[src/rtl/fft_pkg.sv]
// Shared types and constants for the IFFT cyclic-prefix inserter.
// Holds the symbol size, sample width, bank address width, the complex
// sample struct, both FSM state enums and the rounding/saturation helper
// used when CPINS_ROUND_SHIFT_EN is defined.
package fft_pkg;

  localparam int N_FFT = 32;
  localparam int DW    = 16;
  localparam int AW    = $clog2(N_FFT);

  typedef struct packed {
    logic signed [DW-1:0] re;
    logic signed [DW-1:0] im;
  } cplx_t;

  typedef enum logic {CAP_IDLE, CAP_RUN} cap_state_t;

  typedef enum logic [1:0] {IDLE, CP, BODY} out_state_t;

  // Round-half-up arithmetic right shift in DW+1 bits, then clamp to DW bits.
  function automatic logic signed [DW-1:0] round_sat(input logic signed [DW-1:0] x,
                                                     input int unsigned sh);
    logic signed [DW:0] ext;
    logic signed [DW:0] bias;
    ext  = {x[DW-1], x};
    bias = (sh == 0) ? '0 : $signed((DW+1)'(1) << (sh - 1));
    ext  = (ext + bias) >>> sh;
    if (ext[DW] != ext[DW-1]) begin
      return ext[DW] ? {1'b1, {(DW-1){1'b0}}} : {1'b0, {(DW-1){1'b1}}};
    end
    return ext[DW-1:0];
  endfunction

endpackage

[src/rtl/cpins_bank_ram.sv]
// Two-bank sample store: 2*N_FFT words of one complex sample each.
// The bank bit is the address MSB. One write port and one registered
// read port; the read register holds its value while re is low so the
// consumer can stall without losing the prefetched word.
module cpins_bank_ram
  import fft_pkg::*;
#(
  parameter int ADDR_W = AW,
  parameter int WORD_W = 2 * DW
) (
  input  logic              clk,
  input  logic              we,
  input  logic [ADDR_W:0]   waddr,
  input  logic [WORD_W-1:0] wdata,
  input  logic              re,
  input  logic [ADDR_W:0]   raddr,
  output logic [WORD_W-1:0] rdata
);

  logic [WORD_W-1:0] mem [2**(ADDR_W+1)];

  // Write port: one sample per enabled edge.
  always_ff @(posedge clk) begin
    if (we) mem[waddr] <= wdata;
  end

  // Registered read port; holds on re = 0.
  always_ff @(posedge clk) begin
    if (re) rdata <= mem[raddr];
  end

endmodule

[src/rtl/ifft_cp_inserter.sv]
// Cyclic-prefix inserter behind the 32-point IFFT.
// Captures each 32-sample burst into one of two ping-pong banks and
// replays it as CP_LEN prefix samples followed by the full symbol on a
// valid/ready stream. Optional output rounding: CPINS_ROUND_SHIFT_EN.
//
// Handshake: a beat transfers on a clock edge where out_valid & out_ready.
// Once out_valid is high it stays high, with out_real/out_imag/out_sof/
// out_eof unchanged, until that beat transfers.
module ifft_cp_inserter
  import fft_pkg::*;
#(
  parameter int CP_LEN    = 8,
  parameter int OUT_SHIFT = 1
) (
  input  logic          clk,
  input  logic          reset,
  input  logic          fft_done,
  input  logic [DW-1:0] data_real_in,
  input  logic [DW-1:0] data_imag_in,
  output logic [DW-1:0] out_real,
  output logic [DW-1:0] out_imag,
  output logic          out_valid,
  input  logic          out_ready,
  output logic          out_sof,
  output logic          out_eof,
  output logic          overflow
);

  if (CP_LEN < 1 || CP_LEN >= N_FFT || OUT_SHIFT < 0) begin : g_bad_cfg
    $error("ifft_cp_inserter: CP_LEN must be in [1, N_FFT) and OUT_SHIFT >= 0");
  end

  // ---------------- capture side ----------------
  logic         fft_done_q, start;
  cap_state_t   cap_state, cap_next;
  logic [AW-1:0] wcnt, waddr;
  logic         wbank, we, set_full, drop, wbank_empty;
  logic [1:0]   full;

  // ---------------- read side ----------------
  out_state_t   out_state, out_next;
  logic [AW:0]  rcnt;
  logic [AW-1:0] raddr;
  logic         rbank, issue, iss_sof, iss_eof, last_cp, free;
  logic         s1_valid, s1_sof, s1_eof, adv_out, adv_s1;
  cplx_t        wr_word, rd_word, shaped;

  assign start       = fft_done & ~fft_done_q;
  assign adv_out     = ~out_valid | out_ready;
  assign adv_s1      = ~s1_valid | adv_out;
  assign free        = out_valid & out_ready & out_eof;
  // A bank released on this very edge can take the new burst.
  assign wbank_empty = ~full[wbank] | (free & (rbank == wbank));
  assign wr_word     = '{re: data_real_in, im: data_imag_in};

  cpins_bank_ram u_ram (
    .clk   (clk),
    .we    (we),
    .waddr ({wbank, waddr}),
    .wdata (wr_word),
    .re    (issue),
    .raddr ({rbank, raddr}),
    .rdata (rd_word)
  );

  // Capture state register.
  always_ff @(posedge clk) begin
    if (reset) cap_state <= CAP_IDLE;
    else       cap_state <= cap_next;
  end

  // Capture next state: run for exactly N_FFT samples once a burst is accepted.
  always_comb begin
    cap_next = cap_state;
    case (cap_state)
      CAP_IDLE: if (start && wbank_empty) cap_next = CAP_RUN;
      CAP_RUN:  if (wcnt == AW'(N_FFT - 1)) cap_next = CAP_IDLE;
      default:  cap_next = CAP_IDLE;
    endcase
  end

  // Capture outputs: write strobe/address, bank completion, dropped burst.
  always_comb begin
    we       = 1'b0;
    waddr    = wcnt;
    set_full = 1'b0;
    drop     = 1'b0;
    case (cap_state)
      CAP_IDLE: begin
        if (start && wbank_empty) begin
          we    = 1'b1;
          waddr = '0;
        end else if (start) begin
          drop = 1'b1;
        end
      end
      CAP_RUN: begin
        we       = 1'b1;
        set_full = (wcnt == AW'(N_FFT - 1));
        drop     = start;
      end
      default: ;
    endcase
  end

  // Capture datapath: edge detect, sample counter, write bank, overflow pulse.
  always_ff @(posedge clk) begin
    if (reset) begin
      fft_done_q <= 1'b0;
      wcnt       <= '0;
      wbank      <= 1'b0;
      overflow   <= 1'b0;
    end else begin
      fft_done_q <= fft_done;
      overflow   <= drop;
      if (cap_state == CAP_IDLE && we) wcnt <= AW'(1);
      else if (cap_state == CAP_RUN)   wcnt <= wcnt + AW'(1);
      if (set_full) wbank <= ~wbank;
    end
  end

  // Bank occupancy: cleared when the eof beat leaves, set when capture completes.
  always_ff @(posedge clk) begin
    if (reset) begin
      full <= 2'b00;
    end else begin
      if (free)     full[rbank] <= 1'b0;
      if (set_full) full[wbank] <= 1'b1;
    end
  end

  // Output state register.
  always_ff @(posedge clk) begin
    if (reset) out_state <= IDLE;
    else       out_state <= out_next;
  end

  // Output next state: prefix, then body, then wait for eof to be accepted.
  always_comb begin
    out_next = out_state;
    case (out_state)
      IDLE, CP: if (issue) out_next = last_cp ? BODY : CP;
      BODY:     if (free) out_next = IDLE;
      default:  out_next = IDLE;
    endcase
  end

  // Output FSM outputs: RAM read issue. IDLE already fetches the first
  // prefix sample so out_valid rises two cycles after the bank fills.
  always_comb begin
    issue   = 1'b0;
    raddr   = rcnt[AW-1:0];
    iss_sof = 1'b0;
    iss_eof = 1'b0;
    case (out_state)
      IDLE: begin
        if (full[rbank] && adv_s1) begin
          issue   = 1'b1;
          raddr   = AW'(N_FFT - CP_LEN);
          iss_sof = 1'b1;
        end
      end
      CP:   issue = adv_s1;
      BODY: begin
        issue   = adv_s1 & ~rcnt[AW];
        iss_eof = (rcnt[AW-1:0] == AW'(N_FFT - 1));
      end
      default: ;
    endcase
    last_cp = (raddr == AW'(N_FFT - 1));
  end

  // Read counter and read bank; rcnt reaching N_FFT in BODY means all issued.
  always_ff @(posedge clk) begin
    if (reset) begin
      rcnt  <= '0;
      rbank <= 1'b0;
    end else begin
      if (issue) begin
        if (out_state == BODY) rcnt <= rcnt + (AW+1)'(1);
        else if (last_cp)      rcnt <= '0;
        else                   rcnt <= {1'b0, raddr} + (AW+1)'(1);
      end
      if (free) rbank <= ~rbank;
    end
  end

`ifdef CPINS_ROUND_SHIFT_EN
  assign shaped = '{re: round_sat(rd_word.re, OUT_SHIFT), im: round_sat(rd_word.im, OUT_SHIFT)};
`else
  assign shaped = rd_word;
`endif

  // Two-stage read pipeline: RAM register (s1) feeding the output register.
  always_ff @(posedge clk) begin
    if (reset) begin
      s1_valid  <= 1'b0;
      s1_sof    <= 1'b0;
      s1_eof    <= 1'b0;
      out_valid <= 1'b0;
      out_sof   <= 1'b0;
      out_eof   <= 1'b0;
      out_real  <= '0;
      out_imag  <= '0;
    end else begin
      if (adv_s1) begin
        s1_valid <= issue;
        s1_sof   <= iss_sof;
        s1_eof   <= iss_eof;
      end
      if (adv_out) begin
        out_valid <= s1_valid;
        out_sof   <= s1_valid & s1_sof;
        out_eof   <= s1_valid & s1_eof;
        out_real  <= shaped.re;
        out_imag  <= shaped.im;
      end
    end
  end

endmodule

[config.mk]
export PLATFORM = sky130hd
export DESIGN_NAME = ifft_cp_inserter
export DESIGN_NICKNAME = d
export VERILOG_FILES = /design/src/rtl/fft_pkg.sv /design/src/rtl/cpins_bank_ram.sv /design/src/rtl/ifft_cp_inserter.sv
export SDC_FILE = /design/constraint.sdc
export NUM_CORES = 2
export LEC_CHECK = 0
export BUFFER_PORTS_ARGS = -buffer_cell sky130_fd_sc_hd__buf_2
export CORE_MARGIN = 2
export CORE_UTILIZATION = 63
export CTS_CLUSTER_SIZE = 8
export DETAILED_ROUTE_END_ITERATION = 7
export GPL_ROUTABILITY_DRIVEN = 0
export PLACE_DENSITY_LB_ADDON = 0.3
export SLEW_MARGIN = 20
export SYNTH_ARGS = -nofsm -noshare
export SYNTH_HDL_FRONTEND = slang
export SYNTH_HIERARCHICAL = 1
export SYNTH_SLANG_ARGS = --single-unit
[constraint.sdc]
create_clock -name clk -period 5.35 [get_ports clk]
set_clock_uncertainty 0.2 [all_clocks]
set_input_delay 0.2675 -clock clk [delete_from_list [all_inputs] [get_ports clk]]
set_output_delay 0.2675 -clock clk [all_outputs]
set_load 0.03 [all_outputs]
==> impl_metrics.tcl <==
set metrics [dict create \
    cp-start-kind "flip-flop" \
    multi_input_area_sq_mm 0.0172 \
    num_io_pins 72 \
    drt-total-wl_um 228000 \
    yosysSeqAreaShare 0.782 \
    end_kind "flip-flop" \
    synthFlopType "edfxtp_1" \
    drtAntennaViolNets 0 \
    core_area_sq_mm 0.128 \
    ir_drop_mv 0.316 \
    cts_inserted_buffers 317 \
    cts_root_buf "clkbuf_16" \
    r2r_slack_ns 0.37 \
    viasPerCell 7.45 \
    start_util 0.636 \
    async_flop_share 0 \
    post_drt_wl_per_cell_um 39.7 \
    required_ns 5.77 \
    place_ws_ns 0.652 \
    design_area_sq_mm 0.0935 \
    period_needed_ns 4.98 \
    place_area_sq_mm 0.0848 \
    syn_to_final_growth_pct 15.0 \
    r2r_end "u_ram/rdata[1]" \
    fp-row-count 131 \
    final-seq-area_sq_mm 0.0636 \
    synth_cell_types 57 \
    io_buffers 71 \
    rsz0062_at_grt "false" \
    dr.pass1.iters 6 \
    antenna_found_initial 17 \
    path_common_cell "buf_4" \
    fin_util 0.732 \
    min-delay-start "out_ready" \
    status "finished clean" \
    hold_end "rbank" \
    cts_setup_buffers 0 \
    drc 0 \
    synth_warnings 6 \
    grt_first_pass_wirelength_um 322000 \
    reg2reg_depth 10 \
    grt_usage 0.353 \
    worst_path_max_delay_cell "o22ai_1" \
    die_area_sq_mm 0.132 \
    crit_type "reg -> reg" \
    tightestPinTransition_ns 1.32 \
    cellPowerDensity_mw_per_mm2 408 \
    synth_edf_count 2080 \
    slew_headroom 0.118 \
    fill_cells 6576 \
    setup_viol 0 \
    synth-seq-cells 2138 \
    nets 4064 \
    drt_iter0_markers 8120 \
    syn_area_sq_mm 0.0813 \
    maxSlewViolCount 0 \
    clock_latency_ns 0.91 \
    die_y_um 363 \
    clock_path_buffers 4 \
    grt_start_max_net_pins 75 \
    p_leak_nw 29.0 \
    dpl.hpwl_um 114000 \
    dp_cells 5326 \
    mostFrequentLayoutCells "2,080 x edfxtp_1, 544 x mux4_2, 324 x clkbuf_16, 159 x buf_4, 103 x a21oi_1" \
    via_count 42671 \
    cp.arrival_ns 5.40 \
    total_power_mw 38.2 \
    synth_cells 3618 \
    synth.avg_cell_area_sq_um 22.5 \
    fmax_mhz 201 \
    die_x_um 363 \
    hold_path_depth 4 \
    whs_ns 0.189 \
    fin_crit_sh 0.930 \
    grt_pass1_vias 43125 \
    path_cells "buf_4 > mux2_4 > nand3_4 > and2_4 > buf_4 > buf_4 > mux4_2 > mux4_2 > o22ai_1 > nor2_1" \
    final_common_cell "edfxtp_1" \
    synth_fp_nets 3661 \
    drive_gt1_frac 0.297 \
    reg2reg_from "rbank" \
    hold_viol_final 0 \
    cts_tree "yes" \
    clk_pin_slew_ns 0.05 \
    hp-class "in -> reg" \
    path_max_fanout 43 \
    grt_overflow_total 0 \
    final_cells 5727 \
    critPathMaxStageDelay_ns 0.82 \
    cts.sinks 2138 \
    setup_tns_ns 0 \
    h-tree-depth 5 \
    maxCapViolCount 0 \
    setup_ws_ns 0.375 \
]
power by group:
group	switching [mW]	internal, mW
sequential	0.0860	18.5
combinational	1.37	0.870
clock	6.73	10.6
total	8.18	30.0
cells by family after synthesis:
family                   share of synthesized area
adder cells (fa/ha/maj)                    0.00108
AND/OR/NAND/NOR                             0.0200
AO/OA/AOI/OAI                               0.0215
multiplexers                                 0.163
flip-flops                                   0.782
buffers and inverters                       0.0120
XOR/XNOR                                  0.000215
what timing repair did:
| item | 4_1_cts | 5_1_grt |
|---|---|---|
| hold buffers | 38 | 0 |
| resized for setup | 0 | 0 |
| hold endpoints to repair | 1871 | 0 |
worst max-delay path by stage:
stage,from,endpoint,slack [ns],depth (start not counted)
final,rbank,u_ram/rdata[1],0.37,10
after global routing,rbank,u_ram/rdata[1],0.39,10
after CTS,rbank,u_ram/rdata[1],0.58,10
after detailed placement,rbank,u_ram/rdata[1],0.65,10
after global placement,rbank,u_ram/rdata[1],0.72,10
after floorplan,out_valid,u_ram/mem[48][0],0.76,8
layout make-up:
type,instances,share of cell area
inverters,5,0.000201
diodes,2,0.0000535
well taps,1662,0.0222
clock inverters,8,0.000749
multi-input cells,1277,0.184
repair buffers,282,0.0246
flip-flops and latches,2138,0.680
clock buffers,353,0.0878
registers in the layout, summed over array words and instances (netlist names):
signal and flops:
out_eof 1, u_ram/rdata 32, fft_done_q 1, out_imag 16, u_ram/mem 2048, rcnt 6, s1_sof 1, s1_valid 1
out_real 16, s1_eof 1, wcnt 5, wbank 1, out_valid 1, rbank 1, out_sof 1, cap_state 1
overflow 1, full 2, out_state 2
synthesized netlist by cell type, types with 4 or more instances:
master / instances / share of area
dfxtp_1: 58 / 0.014
a22oi_1: 12 / 0.0011
nor2_1: 148 / 0.0068
nand3_1: 10 / 0.00062
buf_1: 23 / 0.0011
nand2_1: 101 / 0.0047
nor3_1: 13 / 0.00080
inv_1: 4 / 0.00018
o221ai_1: 27 / 0.0029
and2_1: 10 / 0.00077
a41o_1: 5 / 0.00062
mux2i_1: 98 / 0.012
clkbuf_1: 80 / 0.0037
a21oi_1: 103 / 0.0063
o22ai_1: 85 / 0.0065
a311oi_1: 10 / 0.0011
edfxtp_1: 2080 / 0.77
nor2b_1: 18 / 0.0014
buf_2: 65 / 0.0040
buf_4: 25 / 0.0023
and3_1: 7 / 0.00054
buf_6: 5 / 0.00069
o21ai_0: 6 / 0.00037
o32ai_1: 4 / 0.00043
nand2b_1: 13 / 0.0010
nand4_1: 4 / 0.00031
nand3b_1: 6 / 0.00055
ha_1: 7 / 0.0011
mux4_2: 544 / 0.15
per-layer routing:
metal	wire, um	vias up	global-route usage
met5	89	-	0
met2	106000	4027	0.535
li1	-	15994	-
met3	33500	746	0.112
met4	12900	14	0.166
met1	75200	21890	0.476
worst max-delay path, delay by kind of cell (launching register included):
family / cells / cell delay, ns
muxes: 3 / 1.26
and+or+nand+nor: 3 / 1.03
buffers and inverters: 3 / 1.00
AOI/OAI and AO/OA: 1 / 0.82
DFF: 1 / 0.31
No activity file was read; power rests on OpenSTA's default activity.
